--- src/rtl/dds_phase_osc.sv ---
`default_nettype none
// ============================================================================
// Module   : dds_phase_osc
// Brief    : 32-bit phase-accumulator oscillator. Steps the phase every clock,
//            emits saw/square/triangle/pulse samples at a fixed sample rate
//            with a one-cycle valid strobe, and flags accumulator wrap for
//            hard sync of other voices.
// Revision : 1.0 - initial release
// ============================================================================
module dds_phase_osc #(
  parameter int OUT_WIDTH  = 16,
  parameter int SAMPLE_DIV = 2048,
  parameter int RETRIG     = 1
) (
  input  logic                        CLK,
  input  logic                        RESET,
  input  logic [31:0]                 ADDER,
  input  logic                        GATE,
  input  logic [1:0]                  WAVE,
  input  logic [7:0]                  PW,
  output logic signed [OUT_WIDTH-1:0] SAMPLE,
  output logic                        SAMPLE_VALID,
  output logic                        WRAP
);

  localparam int                CNT_W    = $clog2(SAMPLE_DIV);
  localparam logic [CNT_W-1:0]  DIV_LAST = CNT_W'(SAMPLE_DIV - 1);
  localparam logic [OUT_WIDTH-1:0] POS_MAX = {1'b0, {(OUT_WIDTH-1){1'b1}}};
  localparam logic [OUT_WIDTH-1:0] NEG_MAX = {1'b1, {(OUT_WIDTH-2){1'b0}}, 1'b1};

  logic [31:0]          inc_r;
  logic [31:0]          acc;
  logic                 gate_d;
  logic [CNT_W-1:0]     div_cnt;
  logic [32:0]          sum;
  logic                 retrig;
  logic [OUT_WIDTH-1:0] tri_val;
  logic [OUT_WIDTH-1:0] wave_val;

  // Phase step with carry, and the gate rising-edge restart condition.
  always_comb begin
    sum    = {1'b0, acc} + {1'b0, inc_r};
    retrig = (RETRIG != 0) && GATE && !gate_d;
  end

  // Waveform shaping from the current (pre-update) accumulator value.
  always_comb begin
    tri_val  = acc[31] ? ~acc[30:31-OUT_WIDTH] : acc[30:31-OUT_WIDTH];
    wave_val = '0;
    case (WAVE)
      2'd0:    wave_val = {~acc[31], acc[30:32-OUT_WIDTH]};
      2'd1:    wave_val = acc[31] ? NEG_MAX : POS_MAX;
      2'd2:    wave_val = {~tri_val[OUT_WIDTH-1], tri_val[OUT_WIDTH-2:0]};
      default: wave_val = (acc[31:24] < PW) ? POS_MAX : NEG_MAX;
    endcase
  end

  // Phase accumulator: restart on gate edge (wins over carry), else step.
  always_ff @(posedge CLK) begin
    if (RESET) begin
      inc_r  <= '0;
      acc    <= '0;
      gate_d <= 1'b0;
      WRAP   <= 1'b0;
    end else begin
      inc_r  <= ADDER;
      gate_d <= GATE;
      if (retrig) begin
        acc  <= '0;
        WRAP <= 1'b0;
      end else begin
        acc  <= sum[31:0];
        WRAP <= sum[32];
      end
    end
  end

  // Sample-rate divider; latches a new sample once per period.
  always_ff @(posedge CLK) begin
    if (RESET) begin
      div_cnt      <= '0;
      SAMPLE       <= '0;
      SAMPLE_VALID <= 1'b0;
    end else if (div_cnt == DIV_LAST) begin
      div_cnt      <= '0;
      SAMPLE       <= wave_val;
      SAMPLE_VALID <= 1'b1;
    end else begin
      div_cnt      <= div_cnt + 1'b1;
      SAMPLE_VALID <= 1'b0;
    end
  end

endmodule
`default_nettype wire

--- config.mk ---
export PLATFORM = sky130hd
export DESIGN_NAME = dds_phase_osc
export DESIGN_NICKNAME = d
export VERILOG_FILES = /design/src/rtl/dds_phase_osc.sv
export SDC_FILE = /design/constraint.sdc
export NUM_CORES = 1
export LEC_CHECK = 0
export ABC_AREA = 1
export CORE_MARGIN = 5
export CORE_UTILIZATION = 30
export DETAILED_ROUTE_END_ITERATION = 6
export MAX_ROUTING_LAYER = met4
export PLACE_DENSITY = 0.46
export SLEW_MARGIN = 20
export SYNTH_ARGS = -nofsm -noshare
export SYNTH_HDL_FRONTEND = slang
export SYNTH_SLANG_ARGS = --single-unit
export TNS_END_PERCENT = 5
--- constraint.sdc ---
create_clock -name CLK -period 2.5 [get_ports CLK]
set_input_delay 0.75 -clock CLK [delete_from_list [all_inputs] [get_ports CLK]]
set_output_delay 0.75 -clock CLK [all_outputs]
set_load 0.05 [all_outputs]
# Yosys cells after proc, flatten, opt, wreduce, memory -nomap -nowiden
# Index checks and enable logic that the tools add are counted.
[totals] regBits=94 inputBits=45 out_inout_bits=18 wordCells=26
[op_classes] addsub=2 magnitude_cmp=1 n_eq_ne=3 n_mux=5 n_bitwise=3 n_reduce_logical=5
[op_table] cell="$mux 16" n=3
[op_table] cell="$pmux 16 s3" n=1
[op_table] cell="$add 32x32->33" n=1
[op_table] cell="$not 16->16" n=1
[op_table] cell="$add 11x1->11 const B" n=1
[op_table] cell="$eq 11x11->1 const B" n=1
[op_table] cell="$lt 8x8->1" n=1
[op_table] cell="$reduce_or 2->1" n=2
[op_table] cell="$eq 2x1->1 const B" n=1
[op_table] cell="$eq 2x2->1 const B" n=1
[op_table] cell="$logic_not 2->1" n=1
[op_table] cell="$not 1->1" n=2
[op_table] cell="$logic_and 1x1->1" n=1
[op_table] cell="$logic_not 1->1" n=1
[op_table] cell="$mux 1" n=1

# Logic depth before layout (Yosys ltp)
# Gate-level depths: netlist (run 1).
[logic_depth] word_depth=4 mapped_depth=12 ltp_nobuf=12

# Worst setup path after synthesis (run 1)
# Ideal clock, no wire load.
[synth_path] kind="input to register" start="input port PW[7]" end="register SAMPLE[10]" setup_ns=0.067 arrival_ns=1.754 required_ns=2.433 path_slack_ns=0.679 stages=9 n_path_buf=1 cell_sequence="inv_1 -> ha_1 -> a21oi_1 -> o21a_1 -> nand2_1 -> nand2_1 -> nand2_4 -> buf_6 -> o21ai_2"
[synth_via] elab_chain_cells=3
[synth_lines] item="start, declared" line_no="20" source="input logic [7:0] PW,"
[synth_lines] item="$lt 8x8->1" line_no="54" source="default: wave_val = (acc[31:24] < PW) ? POS_MAX : NEG_MAX;"
[synth_lines] item="$mux 16" line_no="54"
[synth_lines] item="$pmux 16 s3" line_no="50" source="case (WAVE)"
[synth_lines] item="end signal, assigned" line_no="86" source="SAMPLE <= wave_val;"
[synth_lines] item="end, declared" line_no="21" source="output logic signed [OUT_WIDTH-1:0] SAMPLE,"
# No other way between the ends.
# A chain may end at the register's enable or synchronous reset.

# Worst setup path after layout (run 1)
[layout_path] start="register SAMPLE[1]" end="output port SAMPLE[1]"
# No word-level cell between the ends.

==> impl_metrics.json, run 1 <==
{
  "outcome": "complete, no violations",
  "cts_setup_buffers": 0,
  "sequential_cell_area_mm2": 0.00188,
  "multi_input_area_mm2": 0.00308,
  "core_area_mm2": 0.0188,
  "period_needed_ns": 2.26,
  "dp_hpwl_mm": 12.0,
  "path_buf_inv": 1,
  "maxSlewHeadroom": 0.378,
  "syn_avg_cell_area_um2": 6.38,
  "grt_pass1_vias": 4911,
  "overflow": 0,
  "path_clk_slew_ns": 0.07,
  "syn-cell-area_mm2": 0.00573,
  "post-route-period-util": 0.906,
  "syn_nets": 984,
  "placementRows": 50,
  "path_max_fanout": 2,
  "rsz0062_at_grt": "no",
  "cpPeakStageDelay_ns": 0.81,
  "irDropWorstVdd_mv": 0.263,
  "critPathKind": "reg2out",
  "cts.sinks": 94,
  "initial_utilization": 0.305,
  "drv_cap": 0,
  "async_flop_share": 0,
  "nets": 1052,
  "antenna_found_initial": 0,
  "synth_seq_cells": 94,
  "syn_to_final_growth_pct": 21.6,
  "p_leak_nw": 3.64,
  "final_common_cell": "nand2_1",
  "layout_common_cells": "nand2_1, inv_1, nor2_1",
  "tns_ns": 0,
  "critPathLaunchType": "flop",
  "skew_ns": 0.00698,
  "portBuffers": 62,
  "root_buffer": "clkbuf_16",
  "fillers": 2051,
  "design_area_mm2": 0.00696,
  "cp-end-kind": "output pin",
  "clk_latency_ns": 0.35,
  "place_area_mm2": 0.00666,
  "power_density_mw_per_mm2": 520,
  "die-area_mm2": 0.0220,
  "first_iter_violations": 224,
  "ant_nets": 0,
  "cts_resized": 0,
  "h-tree-depth": 3,
  "wl_per_cell_um": 12.3,
  "cts_hold_buf": 0,
  "finalHoldViolCount": 0,
  "place.gp.congestion": 0.874,
  "ios": 63,
  "slowest_stage": "clkdlybuf4s50_1",
  "worstPathArrival_ns": 1.51,
  "fin_util": 0.371,
  "path_cells": "clkdlybuf4s50_1",
  "max_slew.worst_pin.slew_ns": 0.930,
  "setup_viol": 0,
  "synth-main-ff-cell": "dfxtp_1",
  "firstDrtPassIters": 5,
  "dr_total_vias": 5270,
  "yosysUniqueCellTypes": 33,
  "vias_per_cell": 4.37,
  "hold_path_class": "reg2reg",
  "synth_edf_count": 0,
  "die_y_um": 148,
  "yosys_warnings": 0,
  "crit_family": "buffers and inverters",
  "fmax_ghz": 0.442,
  "die_w_um": 148,
  "wirelength_mm": 14.9,
  "grt_pass1_wl_mm": 24.7,
  "cts_buffers": 9,
  "drive_above_1_share": 0.0505,
  "required_ns": 1.75,
  "yosysSeqAreaShare": 0.329,
  "grt_max_degree": 34,
  "tritoncts": "done",
  "final_max_slew_viol_count": 0,
  "antenna_cells": 0,
  "track_usage": 0.144,
  "drc": 0,
  "clockBufferDepth": 2,
  "synth_cells": 898
}
per-stage QoR:
stage / setup slack (ns) / std cells / power, W / hold WS, ns
CTS: 0.218 / 1205 / 0.00369 / 0.459
floorplan: 0.679 / 898 / 0.00202 / 0.418
finish: 0.235 / 1205 / 0.00362 / 0.450
global placement: -0.0255 / 1189 / 0.00222 / 0.433
detailed placement: -0.0556 / 1189 / 0.00223 / 0.441
global route: 0.137 / 1205 / 0.00384 / 0.471
path summary, 6_finish.rpt:
kind	start	to	slack (ns)	depth (start not counted)
worst max register to register	inc_r[0]	acc[24]	0.33	11
worst max-delay path	SAMPLE[1]	SAMPLE[1]	0.24	1
worst min-delay path	div_cnt[0]	div_cnt[0]	0.45	1
worst min register to register	div_cnt[0]	div_cnt[0]	0.45	1
state kept, by name (all words and copies together) (netlist names):
name / cells
acc: 32
inc_r: 32
SAMPLE: 16
div_cnt: 11
SAMPLE_VALID: 1
WRAP: 1
gate_d: 1
cells in the mapped netlist, types with 5 or more instances:
cell / count / area [um2]
dfxtp_1: 94 / 1880
inv_1: 182 / 683
o21ai_0: 7 / 35.0
buf_2: 5 / 25.0
nand4_1: 6 / 37.5
ha_1: 40 / 500
nor3_1: 7 / 35.0
o21ai_2: 10 / 87.6
xor2_1: 15 / 131
nand2_1: 272 / 1020
nand3_1: 32 / 160
nor2_1: 127 / 477
a21oi_1: 53 / 265
a221oi_1: 13 / 114
clkbuf_1: 9 / 33.8
final cells by class:
| cell class | count | share of cell area |
|---|---|---|
| Multi-Input combinational cell | 605 | 0.442 |
| Tap cell | 234 | 0.0420 |
| Clock buffer | 10 | 0.0343 |
| Sequential cell | 94 | 0.270 |
| Timing Repair Buffer | 73 | 0.103 |
| Clock inverter | 6 | 0.0101 |
| Inverter | 183 | 0.0986 |
power breakdown:
| group | switching [W] | internal, W | total [W] |
|---|---|---|---|
| Combinational | 0.000331 | 0.000240 | 0.000571 |
| Sequential | 0.0000504 | 0.00156 | 0.00162 |
| Clock | 0.000623 | 0.000810 | 0.00143 |
| Total | 0.00100 | 0.00261 | 0.00362 |
per-layer routing:
metal	track usage	vias to the layer above	routed length [um]
met5	-	-	0
met4	0.0462	0	215
met3	0.0189	13	563
met2	0.214	105	6320
met1	0.204	2274	7770
li1	-	2878	-
cells by family (layout without fill, tap and decap cells):
logic type	count (synthesis)	in the layout	synth area share
adders and majority gates	41	41	0.0909
DFF	94	94	0.329
AOI/OAI and AO/OA	90	90	0.0963
xor gates and xnor gates	18	18	0.0275
and+or+nand+nor	456	456	0.322
buffers and inverters	199	272	0.135
Note: power is estimated with default switching activity, not from simulation.
==> run 2: changes to the inputs <==
--- a/config.mk
+++ b/config.mk
@@ -6,7 +6,6 @@
 export NUM_CORES = 1
 export LEC_CHECK = 0
 export ABC_AREA = 1
-export CORE_MARGIN = 5
 export CORE_UTILIZATION = 30
 export DETAILED_ROUTE_END_ITERATION = 6
 export MAX_ROUTING_LAYER = met4
==> run 2 against run 1 <==
Against the previous run: setup slack worse by 0.016 ns; global-route usage up 2.2 points; critical path depth unchanged; critical endpoint is now SAMPLE[7].
==> impl_metrics.json, run 2 (same netlist as run 1, synthesis figures left out) <==
{
  "outcome": "complete, no violations",
  "fmax_ghz": 0.438,
  "r2r-start": "inc_r[0]",
  "cpPeakStageDelay_ns": 0.82,
  "min_delay_path_depth": 1,
  "portBuffers": 62,
  "path_clk_slew_ns": 0.07,
  "dr_total_vias": 5214,
  "wl_per_cell_um": 12.3,
  "grt_pass1_wl_mm": 25.0,
  "clockBufferDepth": 2,
  "finalHoldViolCount": 0,
  "post-route-period-util": 0.912,
  "antenna_found_initial": 0,
  "root_buffer": "clkbuf_16",
  "rr_worst_depth": 12,
  "initial_utilization": 0.306,
  "die_y_um": 140,
  "first_iter_violations": 236,
  "irDropWorstVdd_mv": 0.303,
  "final_common_cell": "nand2_1",
  "tritoncts": "done",
  "cts_hold_buf": 0,
  "cts.sinks": 94,
  "period_needed_ns": 2.28,
  "drc": 0,
  "cts_setup_buffers": 0,
  "cts_resized": 0,
  "drive_above_1_share": 0.0455,
  "rsz0062_at_grt": "no",
  "firstDrtPassIters": 5,
  "core_area_mm2": 0.0187,
  "path_cells": "clkdlybuf4s50_1",
  "placementRows": 50,
  "track_usage": 0.166,
  "power_density_mw_per_mm2": 531,
  "p_leak_nw": 3.63,
  "hold_path_class": "reg2reg",
  "ios": 63,
  "antenna_cells": 0,
  "reg_top3": "acc: 32 flops, inc_r: 32 flops, SAMPLE: 16 flops",
  "slowest_stage": "clkdlybuf4s50_1",
  "path_depth": 1,
  "wirelength_mm": 14.7,
  "die_w_um": 140,
  "r2r_slack_ns": 0.35,
  "crit_family": "buffers and inverters",
  "min_from": "div_cnt[0]",
  "whs_endpoint": "div_cnt[0]",
  "power.total_w": 0.00369,
  "vias_per_cell": 4.35,
  "max_slew.worst_pin.slew_ns": 1.01,
  "syn_to_final_growth_pct": 21.5,
  "fillers": 2028,
  "critPathKind": "reg2out",
  "place.gp.congestion": 0.832,
  "grt_max_degree": 34,
  "layout.cells.non_filler": 1200,
  "path_max_fanout": 2,
  "worstPathArrival_ns": 1.53,
  "maxSlewHeadroom": 0.325,
  "reg2reg_to": "acc[24]",
  "cts_buffers": 9,
  "required_ns": 1.75,
  "placed_cells": 1185,
  "layout_common_cells": "nand2_1, inv_1, nor2_1",
  "setup_viol": 0,
  "ant_nets": 0,
  "nets": 1048,
  "path_buf_inv": 1,
  "overflow": 0,
  "h-tree-depth": 3,
  "dp_hpwl_mm": 11.6,
  "cp-end-kind": "output pin",
  "clk_latency_ns": 0.35,
  "final_max_slew_viol_count": 0,
  "grt_pass1_vias": 5037,
  "drv_cap": 0,
  "critPathLaunchType": "flop",
  "skew_ns": 0.00697,
  "die-area_mm2": 0.0196
}
[run 2: report_power, final]
part / leakage [nW] / internal, W / total, W / switching (W)
Combinational: 2.70 / 0.000238 / 0.000570 / 0.000333
Clock: 0.159 / 0.000902 / 0.00151 / 0.000606
Sequential: 0.771 / 0.00157 / 0.00162 / 0.0000511
[run 2: through the flow]
step           utilization  TNS [ns]  hold slack [ns]  cell area (um2)  setup slack, ns
4_1_cts              0.372         0            0.453             6960            0.205
2_1_floorplan            -         0            0.418             5730            0.679
3_3_place_gp         0.355    -0.522            0.432             6640          -0.0522
6_report             0.372         0            0.449             6960            0.219
3_5_place_dp         0.355    -0.281            0.437             6640          -0.0546
5_1_grt              0.372         0            0.472             6960           0.0991
[run 2: worst max path at each step]
stage / to / from / slack, ns
finish: SAMPLE[7] / SAMPLE[7] / 0.22
global route: WRAP / inc_r[0] / 0.1
CTS: SAMPLE[7] / SAMPLE[7] / 0.21
detailed placement: SAMPLE[9] / WAVE[1] / -0.05
global placement: SAMPLE[10] / WAVE[1] / -0.05
floorplan: SAMPLE[10] / PW[7] / 0.68
[run 2: final cells by class]
class | count | area (um2) | area share
Clock buffer | 10 | 239 | 0.0343
Clock inverter | 5 | 82.6 | 0.0119
Inverter | 183 | 687 | 0.0987
Multi-Input combinational cell | 605 | 3080 | 0.442
Sequential cell | 94 | 1880 | 0.270
Tap cell | 234 | 293 | 0.0421
Timing Repair Buffer | 69 | 698 | 0.100
[run 2: metal layers]
layer | global-route usage | up-vias | part of all wire | routed length, um
met4 | 0.0434 | 0 | 0.012 | 170
met3 | 0.0294 | 9 | 0.031 | 451
met2 | 0.252 | 76 | 0.42 | 6200
met1 | 0.227 | 2268 | 0.54 | 7920
li1 | - | 2861 | - | -
met5 | - | - | 0 | 0
